<file path="config.mk">
export PLATFORM = sky130hd
export DESIGN_NAME = pipe_fetch_unit
export DESIGN_NICKNAME = d
export VERILOG_FILES = /design/src/rtl/pipe_fetch_unit.sv
export SDC_FILE = /design/constraint.sdc
export NUM_CORES = 1
export LEC_CHECK = 0
export ABC_AREA = 1
export CELL_PAD_IN_SITES_DETAIL_PLACEMENT = 0
export CELL_PAD_IN_SITES_GLOBAL_PLACEMENT = 2
export CORE_ASPECT_RATIO = 1.1
export CORE_UTILIZATION = 30
export DETAILED_ROUTE_END_ITERATION = 7
export HOLD_SLACK_MARGIN = 0.12
export PLACE_DENSITY = 0.77
export SLEW_MARGIN = 20
export SYNTH_ARGS = -nofsm -noshare
export SYNTH_HDL_FRONTEND = slang
export SYNTH_SLANG_ARGS = --single-unit
</file>
<file path="constraint.sdc">
create_clock -name clk_i -period 4.29 [get_ports clk_i]
set_input_delay 1.0725 -clock clk_i [delete_from_list [all_inputs] [get_ports clk_i]]
set_output_delay 1.0725 -clock clk_i [all_outputs]
set_load 0.05 [all_outputs]
</file>
<file path="src/rtl/pipe_fetch_unit.sv">
// Fetch stage: issues in-order imem word requests and buffers PC-tagged responses for decode.
// Optional FETCH_PERF_CNT_EN adds saturating fetched/discarded counters.
module pipe_fetch_unit #(
   parameter int unsigned        X_LEN      = 32,
   parameter logic [X_LEN-1:0]   RESET_PC   = '0,
   parameter int unsigned        FIFO_DEPTH = 2
) (
   input  logic             clk_i,
   input  logic             rst_i,
   output logic             imem_req_valid_o,
   input  logic             imem_req_ready_i,
   output logic [X_LEN-1:0] imem_addr_o,
   input  logic             imem_rsp_valid_i,
   input  logic [X_LEN-1:0] imem_rsp_data_i,
   input  logic             pc_sel_i,
   input  logic [X_LEN-1:0] target_i,
   output logic             instr_valid_o,
   input  logic             instr_ready_i,
   output logic [X_LEN-1:0] instr_o,
   output logic [X_LEN-1:0] instr_pc_o
`ifdef FETCH_PERF_CNT_EN
   ,
   output logic [31:0]      perf_fetched_o,
   output logic [31:0]      perf_discarded_o
`endif
);
   localparam int unsigned      PW   = $clog2(FIFO_DEPTH);
   localparam int unsigned      CW   = PW + 1;
   localparam logic [X_LEN-1:0] NOP  = X_LEN'(32'h0000_0013);
   localparam logic [X_LEN-1:0] STEP = X_LEN'(4);

   logic [X_LEN-1:0] fetch_pc_q, fetch_pc_d, rsp_pc_q, rsp_pc_d, last_pc_q;
   logic [CW-1:0]    outstanding_q, outstanding_d, discard_q, discard_d, count_q, count_d;
   logic [PW-1:0]    rd_ptr_q, rd_ptr_d, wr_ptr_q, wr_ptr_d;
   logic [X_LEN-1:0] fifo_pc_q  [FIFO_DEPTH];
   logic [X_LEN-1:0] fifo_dat_q [FIFO_DEPTH];
   logic             req_acc, rsp_drop, push, pop, empty;
   logic [X_LEN-1:0] redirect_pc;
   logic [CW:0]      in_flight;
   logic [1:0]       unused_tgt_bits;

   assign redirect_pc     = {target_i[X_LEN-1:2], 2'b00};
   assign unused_tgt_bits = target_i[1:0];
   // Credits cover both in-flight requests and buffered entries, so the FIFO never overflows.
   assign in_flight        = {1'b0, outstanding_q} + {1'b0, count_q};
   assign empty            = (count_q == '0);
   assign imem_req_valid_o = !rst_i && !pc_sel_i && (in_flight < (CW+1)'(FIFO_DEPTH));
   assign imem_addr_o      = fetch_pc_q;
   assign req_acc          = imem_req_valid_o && imem_req_ready_i;
   assign rsp_drop         = imem_rsp_valid_i && (pc_sel_i || (discard_q != '0));
   assign push             = imem_rsp_valid_i && !rsp_drop;
   assign pop              = !empty && instr_ready_i && !pc_sel_i;
   assign instr_valid_o    = !empty;
   assign instr_o          = empty ? NOP : fifo_dat_q[rd_ptr_q];
   assign instr_pc_o       = empty ? last_pc_q : fifo_pc_q[rd_ptr_q];

   always_comb begin
      fetch_pc_d    = fetch_pc_q;
      rsp_pc_d      = rsp_pc_q;
      outstanding_d = outstanding_q + CW'(req_acc) - CW'(imem_rsp_valid_i);
      discard_d     = discard_q;
      rd_ptr_d      = rd_ptr_q;
      wr_ptr_d      = wr_ptr_q;
      count_d       = count_q;
      if (pc_sel_i) begin
         // Everything still in flight belongs to the old path and must be dropped on return.
         fetch_pc_d = redirect_pc;
         rsp_pc_d   = redirect_pc;
         discard_d  = outstanding_q - CW'(imem_rsp_valid_i);
         rd_ptr_d   = '0;
         wr_ptr_d   = '0;
         count_d    = '0;
      end else begin
         if (req_acc)  fetch_pc_d = fetch_pc_q + STEP;
         if (rsp_drop) discard_d  = discard_q - CW'(1);
         if (push) begin
            rsp_pc_d = rsp_pc_q + STEP;
            wr_ptr_d = wr_ptr_q + PW'(1);
         end
         if (pop) rd_ptr_d = rd_ptr_q + PW'(1);
         count_d = count_q + CW'(push) - CW'(pop);
      end
   end

   always_ff @(posedge clk_i or posedge rst_i) begin
      if (rst_i) begin
         fetch_pc_q    <= RESET_PC;
         rsp_pc_q      <= RESET_PC;
         outstanding_q <= '0;
         discard_q     <= '0;
         rd_ptr_q      <= '0;
         wr_ptr_q      <= '0;
         count_q       <= '0;
         last_pc_q     <= '0;
      end else begin
         fetch_pc_q    <= fetch_pc_d;
         rsp_pc_q      <= rsp_pc_d;
         outstanding_q <= outstanding_d;
         discard_q     <= discard_d;
         rd_ptr_q      <= rd_ptr_d;
         wr_ptr_q      <= wr_ptr_d;
         count_q       <= count_d;
         last_pc_q     <= instr_pc_o;
      end
   end

   always_ff @(posedge clk_i) begin
      if (push) begin
         fifo_pc_q[wr_ptr_q]  <= rsp_pc_q;
         fifo_dat_q[wr_ptr_q] <= imem_rsp_data_i;
      end
   end

`ifdef FETCH_PERF_CNT_EN
   logic [31:0] perf_fetched_q, perf_discarded_q;
   logic [32:0] fetched_sum, discarded_sum;
   logic [CW:0] discard_inc;

   // Flushed entries and dropped responses can both land in one redirect cycle.
   assign discard_inc   = {1'b0, (pc_sel_i ? count_q : '0)} + (CW+1)'(rsp_drop);
   assign fetched_sum   = {1'b0, perf_fetched_q} + 33'(pop);
   assign discarded_sum = {1'b0, perf_discarded_q} + 33'(discard_inc);

   always_ff @(posedge clk_i or posedge rst_i) begin
      if (rst_i) begin
         perf_fetched_q   <= '0;
         perf_discarded_q <= '0;
      end else begin
         perf_fetched_q   <= fetched_sum[32]   ? '1 : fetched_sum[31:0];
         perf_discarded_q <= discarded_sum[32] ? '1 : discarded_sum[31:0];
      end
   end

   assign perf_fetched_o   = perf_fetched_q;
   assign perf_discarded_o = perf_discarded_q;
`endif
endmodule

</file>
==> results.py, run 1 <==
metrics = {
    "synthesis": {
        "synth_cell_types": 36,
        "yosys_warnings": 0,
        "avgSynthCellArea_sq_um": 9.08,
        "ys.flop_type": "edfxtp_1",
        "synth-async-reset-ratio_pct": 44.6,
        "synthCells": 1153,
        "synth-seq-cells": 224,
        "synth-edff-count": 124,
        "syn_area_sq_um": 10500,
        "seq_area_frac_synth_pct": 59.5,
    },
    "sta": {
        "min_period_over_period_pct": 84.3,
        "setup_slack_ns": 0.671,
        "finalClockSkew_ns": 0.0109,
        "rsz0062_at_grt": "false",
        "tns_ns": 0,
        "setup_viol": 0,
        "timing.slew.headroom_pct": 51.3,
        "tightest_slew_ns": 0.729,
        "final-hold-violation-count": 0,
        "finalCriticalPeriod_ns": 3.62,
        "fmax_ghz": 0.276,
        "report.final.slew_viol_count": 0,
    },
    "global_routing": {
        "grt-ovfl-total": 0,
        "antenna_found_initial": 0,
        "grt_pass1_wl_um": 45900,
        "grt_pass1_vias": 8111,
        "grt_max_degree": 60,
        "grt_usage_pct": 16.6,
    },
    "routing": {
        "wire_per_inst_um": 16.5,
        "route.detailed.drc": 0,
        "totalWireLength_um": 29200,
        "viasPerCell": 4.60,
        "num_vias": 8163,
        "first_pass_iters": 5,
        "antenna_left": 0,
        "drt_iter0_drc": 441,
    },
    "critical_path": {
        "worstPathRequired_ns": 3.22,
        "endpoint_kind": "output pin",
        "critPathLaunchType": "register",
        "crit_fanout": 59,
        "arrival_ns": 2.55,
        "critical_path_class": "reg2out",
    },
    "floorplan": {
        "start_util_pct": 30.5,
        "die_w_um": 180,
        "rows": 71,
        "ioPinCount": 168,
        "die_h_um": 198,
        "coreArea_sq_um": 34300,
        "dieArea_sq_um": 35700,
    },
    "placement": {
        "place_inst": 1728,
        "place.gp.congestion": 0.839,
        "numPortBuffers": 163,
        "post-place-ws_ns": 0.956,
        "placed_cell_area_sq_um": 12600,
        "post-dp-hpwl_um": 19800,
    },
    "clock_tree": {
        "hold_buffers": 0,
        "clock_latency_ns": 0.53,
        "h-tree-depth": 1,
        "post_cts_buffers": 0,
        "ctsResizeCount": 0,
        "cts_buffers": 26,
        "cts-root-buf": "clkbuf_16",
        "cts_tree": "done",
        "cts.clk_slew.worst_paths_ns": 0.06,
        "clock_path_buffers": 3,
        "cts_sinks": 224,
    },
    "final_layout": {
        "layout_common_cells": "nand2_1 (370), clkdlybuf4s50_1 (132), edfxtp_1 (124), nor2_1 (109), inv_1 (105)",
        "drive_gt1_share_pct": 9.05,
        "fin_nets": 1397,
        "fin_cells": 1775,
        "n_antenna_cell": 0,
        "area_growth_pct": 27.9,
        "final_common_cell": "nand2_1",
        "finalInstanceArea_sq_um": 13400,
    },
    "power_and_ir_drop": {
        "power_w": 0.00818,
        "power.density_nw_per_um2": 611,
        "power.leakage_nw": 5.59,
        "irDropWorstVdd_mv": 0.257,
    },
    "min_path": {
        "hp-class": "reg2reg",
    },
    "status": {
        "status": "finished clean",
    },
    "flow_run": {
        "drv_cap": 0,
    },
}
## cell families after synthesis
kind of cell	synth area share [%]
AOI/OAI and AO/OA	8.48
xor gates and xnor gates	1.34
other	0.0358
buffers and inverters	5.78
DFF	59.5
adders and majority gates	1.15
and+or+nand+nor	23.7
## metrics by stage
step | hold WS, ns | util (%)
final | 0.484 | 39.1
after global routing | 0.510 | 39.1
after CTS | 0.487 | 39.1
after detailed placement | 0.478 | 36.6
after global placement | 0.473 | 36.6
after floorplan | 0.465 | -
## critical path, stage by stage (launching register included)
cell and delay, ns:
dfrtp_1 0.44, nor2_4 0.12, buf_4 0.57, a21oi_1 0.10
clkdlybuf4s50_1 0.74
## worst paths after layout
| path | start | end | slack (ns) | depth (start not counted) |
|---|---|---|---|---|
| worst max register to register | count_q[0] | imem_addr_o[10] | 1.74 | 10 |
| worst min register to register | last_pc_q[0] | last_pc_q[0] | 0.48 | 2 |
| min in group asynchronous | rst_i | count_q[0] | 1.03 | 2 |
| worst max-delay path | count_q[1] | instr_o[31] | 0.67 | 4 |
| worst min-delay path | last_pc_q[0] | last_pc_q[0] | 0.48 | 2 |
| max in group asynchronous | rst_i | rsp_pc_q[3] | 2.50 | 3 |
## power by group
part           internal [W]  switching (W)  total, W
logic              0.000878        0.00221   0.00309
registers           0.00267       0.000261   0.00293
clock network       0.00129       0.000865   0.00216
## state kept, by name, summed over array words and instances, names as in the netlist
register	count
fifo_dat_q	64
fifo_pc_q	60
last_pc_q	32
imem_addr_o	30
rsp_pc_q	30
count_q	2
discard_q	2
outstanding_q	2
rd_ptr_q	1
wr_ptr_q	1
## cell usage after synthesis, types with 2 or more instances
cell type / number / share of area [%]
clkbuf_1: 22 / 0.79
nor2_1: 112 / 4.0
nand3b_1: 2 / 0.14
inv_2: 7 / 0.25
o211ai_1: 9 / 0.65
a31oi_1: 3 / 0.18
edfxtp_1: 124 / 36
nor3_1: 3 / 0.14
nand2_4: 3 / 0.32
dfrtp_1: 100 / 24
xor2_1: 10 / 0.84
nor2_2: 8 / 0.48
nand4_1: 2 / 0.12
xnor2_1: 6 / 0.50
ha_1: 8 / 0.96
a21oi_1: 98 / 4.7
nor2_8: 2 / 0.38
nand2_2: 5 / 0.30
o21ai_0: 45 / 2.2
and2_1: 4 / 0.24
buf_2: 8 / 0.38
o21ai_1: 2 / 0.096
nor3b_1: 2 / 0.14
inv_1: 106 / 3.8
o21bai_1: 9 / 0.65
nand2_1: 370 / 13
buf_4: 5 / 0.36
nor2_4: 10 / 1.1
nand3_1: 61 / 2.9
## final cells by class
| cell class | instances | area [sq um] |
|---|---|---|
| multi-input combinational | 779 | 3660 |
| sequential | 224 | 6230 |
| clock inverter | 14 | 121 |
| tap | 438 | 548 |
| inverter | 114 | 433 |
| clock buffer | 33 | 718 |
| timing repair buffer | 173 | 1680 |
| fill | 3415 | 20900 |
## metal layers
metal,vias to the layer above,share of wire (%),track usage (%)
li1,4078,-,-
met1,3810,46,21.9
met2,229,47,28.6
met3,46,5.0,2.50
met4,0,1.8,3.99
met5,-,0,0
(Power assumes the default switching activity.)
==> run 2: changes to the inputs <==
Clock period 4.29 ns to 3.05 ns, I/O delays scaled along.
==> run 2 against run 1 <==
  * Cell count grew 0.34%
  * Worst hold slack gained 0.035 ns
  * Clock skew is essentially flat
  * First-iteration DRC count shrank 2.3%
  * Largest cell class unchanged
  * Register-to-register slack lost 1.0 ns
==> results.py, run 2 (same netlist as run 1, synthesis figures left out) <==
metrics = {
    "status": {
        "status": "finished clean",
    },
    "final_layout": {
        "finalInstanceArea_sq_um": 14100,
        "largest_reg_flops": 64,
        "fill_cells": 3297,
        "fin_nets": 1402,
        "multi_input_area_sq_um": 3670,
        "top_register": "fifo_dat_q",
        "reg_top3": "fifo_dat_q x64, fifo_pc_q x60, last_pc_q x32",
        "area_growth_pct": 35.1,
        "n_antenna_cell": 0,
        "drive_gt1_share_pct": 12.1,
        "seqCellArea_sq_um": 6230,
        "final_common_cell": "nand2_1",
        "layout_common_cells": "nand2_1 (370), edfxtp_1 (124), nor2_1 (109), inv_1 (105), dfrtp_1 (99)",
    },
    "critical_path": {
        "worstPathRequired_ns": 2.29,
        "crit_fanout": 31,
        "slowest_delay_ns": 0.53,
        "r2r_cells": 8,
        "cp_slowest_cell": "dfrtp_2",
        "endpoint_kind": "output pin",
        "critPathLaunchType": "register",
        "cp.depth": 5,
        "cp_cell_sequence": "inv_2 -> buf_4 -> nand2_1 -> a21oi_1 -> buf_12",
        "arrival_ns": 2.16,
        "critical_path_class": "reg2out",
        "path_delay_family": "buffers and inverters",
        "cp.buffers_inverters": 3,
    },
    "clock_tree": {
        "clock_path_buffers": 3,
        "cts_sinks": 224,
        "clock_latency_ns": 0.52,
        "cts.clk_slew.worst_paths_ns": 0.06,
        "cts_buffers": 26,
        "cts-root-buf": "clkbuf_16",
        "post_cts_buffers": 0,
        "cts_tree": "done",
        "h-tree-depth": 1,
        "hold_buffers": 0,
    },
    "power_and_ir_drop": {
        "irDropWorstVdd_mv": 0.405,
        "switching_share_pct": 38.7,
        "seq_power_share_pct": 32.6,
        "power.leakage_nw": 5.93,
        "p_clk_share_pct": 24.6,
        "power.density_nw_per_um2": 894,
        "combinationalPowerShare_pct": 42.8,
        "power_w": 0.0127,
        "internal-power_w": 0.00776,
        "p_sw_w": 0.00490,
    },
    "sta": {
        "setup_viol": 0,
        "timing.slew.headroom_pct": 59.1,
        "rsz0062_at_grt": "false",
        "finalCriticalPeriod_ns": 2.92,
        "finalClockSkew_ns": 0.0113,
        "final-hold-violation-count": 0,
        "tns_ns": 0,
        "report.final.slew_viol_count": 0,
        "tightest_slew_ns": 0.613,
        "min_period_over_period_pct": 95.7,
        "whs_ns": 0.518,
        "fmax_ghz": 0.343,
    },
    "floorplan": {
        "dieArea_sq_um": 35700,
        "die_h_um": 198,
        "start_util_pct": 30.5,
        "rows": 71,
        "ioPinCount": 168,
        "coreArea_sq_um": 34300,
        "die_w_um": 180,
    },
    "global_routing": {
        "antenna_found_initial": 0,
        "grt-ovfl-total": 0,
        "grt_pass1_wl_um": 46200,
        "grt_pass1_vias": 8301,
        "grt_max_degree": 63,
        "grt_usage_pct": 16.5,
    },
    "min_path": {
        "holdPathStages": 0,
        "hp-class": "reg2reg",
    },
    "routing": {
        "drt_iter0_drc": 431,
        "first_pass_iters": 5,
        "wire_per_inst_um": 16.3,
        "antenna_left": 0,
        "num_vias": 8193,
        "route.detailed.drc": 0,
        "totalWireLength_um": 29100,
        "viasPerCell": 4.60,
    },
    "placement": {
        "post-dp-hpwl_um": 20200,
        "numPortBuffers": 163,
        "place.gp.congestion": 0.790,
        "placed_cell_area_sq_um": 13300,
    },
    "flow_run": {
        "drv_cap": 0,
    },
}
## run 2: cell type report
cell class	instances	area share [%]
sequential	224	44.0
tap	438	3.87
clock inverter	14	1.03
clock buffer	34	5.03
inverter	114	3.09
multi-input combinational	779	26.0
timing repair buffer	178	17.0
## run 2: path summary, 6_finish.rpt
path                            slack (ns)          endpoint    startpoint
worst max register to register        0.71    imem_addr_o[8]    count_q[0]
max in group asynchronous             1.72          rd_ptr_q         rst_i
worst min register to register        0.52  fifo_pc_q[0][31]  rsp_pc_q[31]
worst max-delay path                  0.13    instr_pc_o[21]      rd_ptr_q
worst min-delay path                  0.52  fifo_pc_q[0][31]  rsp_pc_q[31]
min in group asynchronous             0.66  outstanding_q[1]         rst_i
## run 2: routing by layer
layer	part of all wire, %	routed length, um	up-vias	GRT usage [%]
met1	47	13600	3868	22.4
met2	47	13700	208	28.3
li1	-	-	4086	-
met5	0	0	-	0
met3	4.4	1270	31	2.04
met4	1.5	447	0	3.58
## run 2: timing repair
action                                  4_1_cts  5_1_grt
gates cloned                                  0        0
gates resized for setup                       2        2
endpoints found under the setup margin        2        2
## run 2: stage by stage
stage	setup WS (ns)	instances	utilization, %
floorplan	-0.103	1154	-
global placement	0.172	1733	38.7
detailed placement	0.138	1733	38.7
CTS	0.0508	1781	41.2
global route	0.0102	1781	41.3
finish	0.131	1781	41.3
## run 2: power groups by stage
| stage | clock [W] | combinational [W] | sequential (W) |
|---|---|---|---|
| after global placement | 0 | 0.00542 | 0.00417 |
| final | 0.00311 | 0.00541 | 0.00413 |
| after floorplan | 0 | 0.00276 | 0.00428 |
| after global routing | 0.00332 | 0.00577 | 0.00420 |
| after CTS | 0.00319 | 0.00548 | 0.00414 |
| after detailed placement | 0 | 0.00545 | 0.00419 |
## run 2: worst register-to-register path, cell delays in order, from the launching register on
cell,delay [ns]
dfrtp_1,0.43
nand2_1,0.08
inv_1,0.04
fa_1,0.42
nor2_1,0.22
nand4_4,0.25
inv_2,0.46
o21ai_0,0.18
o211ai_1,0.18
==> run 3: changes to the inputs <==
==> constraint.sdc (replaced) <==
create_clock -name clk_i -period 3.05 [get_ports clk_i]
set_input_delay 0.7625 -clock clk_i [delete_from_list [all_inputs] [get_ports clk_i]]
set_output_delay 0.7625 -clock clk_i [all_outputs]
set_load 0.01 [all_outputs]
==> run 3 against run 2 <==
  * Non-clock buffer count rose by 20
  * Highest routed layer unchanged
  * Largest cell class unchanged
  * Final area down 2.1%
  * First-iteration DRC count grew 29%
  * Sequential share of layout area rose by 0.96 points
  * Setup slack got worse by 0.049 ns
  * Count of clock-buffer cells in the layout unchanged
  * Clock power increased by 3%
  * Routed wire length increased by 1.6%
  * Via count increased by 1.5%
==> results.py, run 3 (same netlist as run 1, synthesis figures left out) <==
metrics = {
    "status": {
        "status": "finished clean",
    },
    "critical_path": {
        "crit_fanout": 32,
        "critical_path_class": "reg2out",
        "r2r_cells": 11,
        "cp.buffers_inverters": 3,
        "reg2reg_from": "count_q[0]",
        "cp_slowest_cell": "clkdlybuf4s50_1",
        "cp_cell_sequence": "inv_2 -> buf_12 -> nand2_1 -> a21oi_2 -> clkdlybuf4s50_1",
        "path_delay_family": "buffers and inverters",
        "slowest_delay_ns": 0.55,
        "endpoint_kind": "output pin",
        "reg2reg_to": "outstanding_q[1]",
        "worstPathRequired_ns": 2.29,
        "r2r_setup_slack_ns": 0.68,
        "arrival_ns": 2.21,
        "critPathLaunchType": "register",
    },
    "global_routing": {
        "grt_max_degree": 58,
        "grt_pass1_vias": 8044,
        "use_met1_pct": 22.3,
        "grt-ovfl-total": 0,
        "grt_usage_pct": 16.7,
        "use_met2_pct": 28.4,
        "met3_usage_pct": 2.59,
        "grt_pass1_wl_um": 46200,
        "grt_busiest_layer": "met2",
        "antenna_found_initial": 0,
    },
    "clock_tree": {
        "cts.clk_slew.worst_paths_ns": 0.06,
        "cts-root-buf": "clkbuf_16",
        "h-tree-depth": 1,
        "cts_tree": "done",
        "cts_sinks": 224,
        "clock_latency_ns": 0.53,
        "hold_buffers": 0,
        "clock_path_buffers": 3,
        "cts_buffers": 26,
    },
    "floorplan": {
        "ioPinCount": 168,
        "coreArea_sq_um": 34300,
        "die_w_um": 180,
        "rows": 71,
        "die_h_um": 198,
        "dieArea_sq_um": 35700,
        "start_util_pct": 30.5,
    },
    "sta": {
        "setup_viol": 0,
        "report.final.slew_viol_count": 0,
        "final-hold-violation-count": 0,
        "timing.slew.headroom_pct": 57.4,
        "finalCriticalPeriod_ns": 2.97,
        "min_period_over_period_pct": 97.3,
        "finalClockSkew_ns": 0.0116,
        "tightest_slew_ns": 0.637,
        "whs_ns": 0.489,
        "fmax_ghz": 0.337,
    },
    "routing": {
        "num_vias": 8314,
        "viasPerCell": 4.62,
        "first_pass_iters": 4,
        "wire_per_inst_um": 16.4,
        "route.detailed.drc": 0,
        "antenna_left": 0,
        "drt_iter0_drc": 554,
        "totalWireLength_um": 29600,
    },
    "final_layout": {
        "top_register": "fifo_dat_q",
        "layout_common_cells": "nand2_1 (370), edfxtp_1 (124), clkdlybuf4s50_1 (123), nor2_1 (109), inv_1 (105)",
        "final_util_pct": 40.4,
        "reg_top3": "fifo_dat_q x64, fifo_pc_q x60, last_pc_q x32",
        "largest_reg_flops": 64,
        "fin_nets": 1422,
        "multi_input_area_sq_um": 3680,
        "n_antenna_cell": 0,
        "area_growth_pct": 32.3,
        "fill_cells": 3403,
        "final_common_cell": "nand2_1",
        "drive_gt1_share_pct": 9.02,
        "seqCellArea_sq_um": 6230,
    },
    "power_and_ir_drop": {
        "irDropWorstVdd_mv": 0.415,
        "power.density_nw_per_um2": 755,
        "power.leakage_nw": 6.03,
    },
    "min_path": {
        "whs_endpoint": "last_pc_q[1]",
        "holdPathStages": 2,
        "hp-class": "reg2reg",
        "hp-start": "last_pc_q[1]",
    },
    "placement": {
        "post-dp-hpwl_um": 20300,
        "numPortBuffers": 163,
        "place.gp.congestion": 0.806,
    },
    "flow_run": {
        "drv_cap": 0,
    },
}
## run 3: cell types whose count changed in the layout (fill, tap and decap cells not counted), moves of 3 or more
| cell | previous run | this run |
|---|---|---|
| dlygate4sd2_1 | 0 | 25 |
| buf_12 | 66 | 9 |
| a21oi_2 | 2 | 5 |
| clkdlybuf4s50_1 | 97 | 123 |
| dlymetal6s2s_1 | 0 | 15 |
| a21oi_1 | 96 | 93 |
| buf_4 | 14 | 21 |
## run 3: per-layer routing
layer,up-vias,wire length (um),part of all wire (%)
li1,4134,-,-
met2,230,13900,47
met3,43,1410,4.8
met4,0,659,2.2
met5,-,0,0
met1,3907,13600,46
## run 3: how the worst max path moves through the flow
stage,depth (start not counted),slack (ns),startpoint,to
6_report,5,0.08,rd_ptr_q,instr_pc_o[20]
4_1_cts,4,-0.03,rd_ptr_q,instr_pc_o[8]
3_5_place_dp,9,0.16,imem_rsp_valid_i,rsp_pc_q[21]
2_1_floorplan,4,-0.10,pc_sel_i,fifo_dat_q[0][0]
5_1_grt,5,-0.004,rd_ptr_q,instr_pc_o[20]
3_3_place_gp,9,0.17,imem_rsp_valid_i,rsp_pc_q[21]
## run 3: power breakdown
group	leakage (nW)	switching, W	internal (W)
clock network	0.438	0.00125	0.00196
logic	3.28	0.00176	0.00137
registers	2.31	0.000365	0.00375
## run 3: worst register-to-register path, delay by kind of cell (launching register included)
| family | cells | cell delay (ns) |
|---|---|---|
| fa+ha+maj | 3 | 0.98 |
| flops | 1 | 0.42 |
| simple gates | 3 | 0.39 |
| buf+inv | 4 | 0.36 |
| xor+xnor | 1 | 0.12 |
## run 3: cell type report
type / count / share of cell area (%)
well taps: 438 / 3.96
clock inverters: 14 / 1.34
inverters: 114 / 3.19
multi-input cells: 779 / 26.6
repair buffers: 198 / 14.9
clock buffers: 34 / 5.06
flip-flops and latches: 224 / 45.0
## run 3: per-stage QoR
stage / setup WS (ns) / total power (W) / cells / setup TNS [ns] / area (sq um)
after floorplan: -0.103 / 0.00566 / 1154 / -11.90 / 10500
after CTS: -0.0299 / 0.0106 / 1795 / -0.0582 / 13800
after global routing: -0.00417 / 0.0111 / 1801 / -0.00763 / 13900
final: 0.0820 / 0.0105 / 1801 / 0 / 13900
after detailed placement: 0.157 / 0.00729 / 1739 / 0 / 12700
after global placement: 0.173 / 0.00726 / 1739 / 0 / 12700
## run 3: repair_timing
action,CTS,global route
setup endpoints to repair,66,36
gates resized for setup,39,19
buffers inserted,6,6
pin swaps,1,0
cloned,2,0
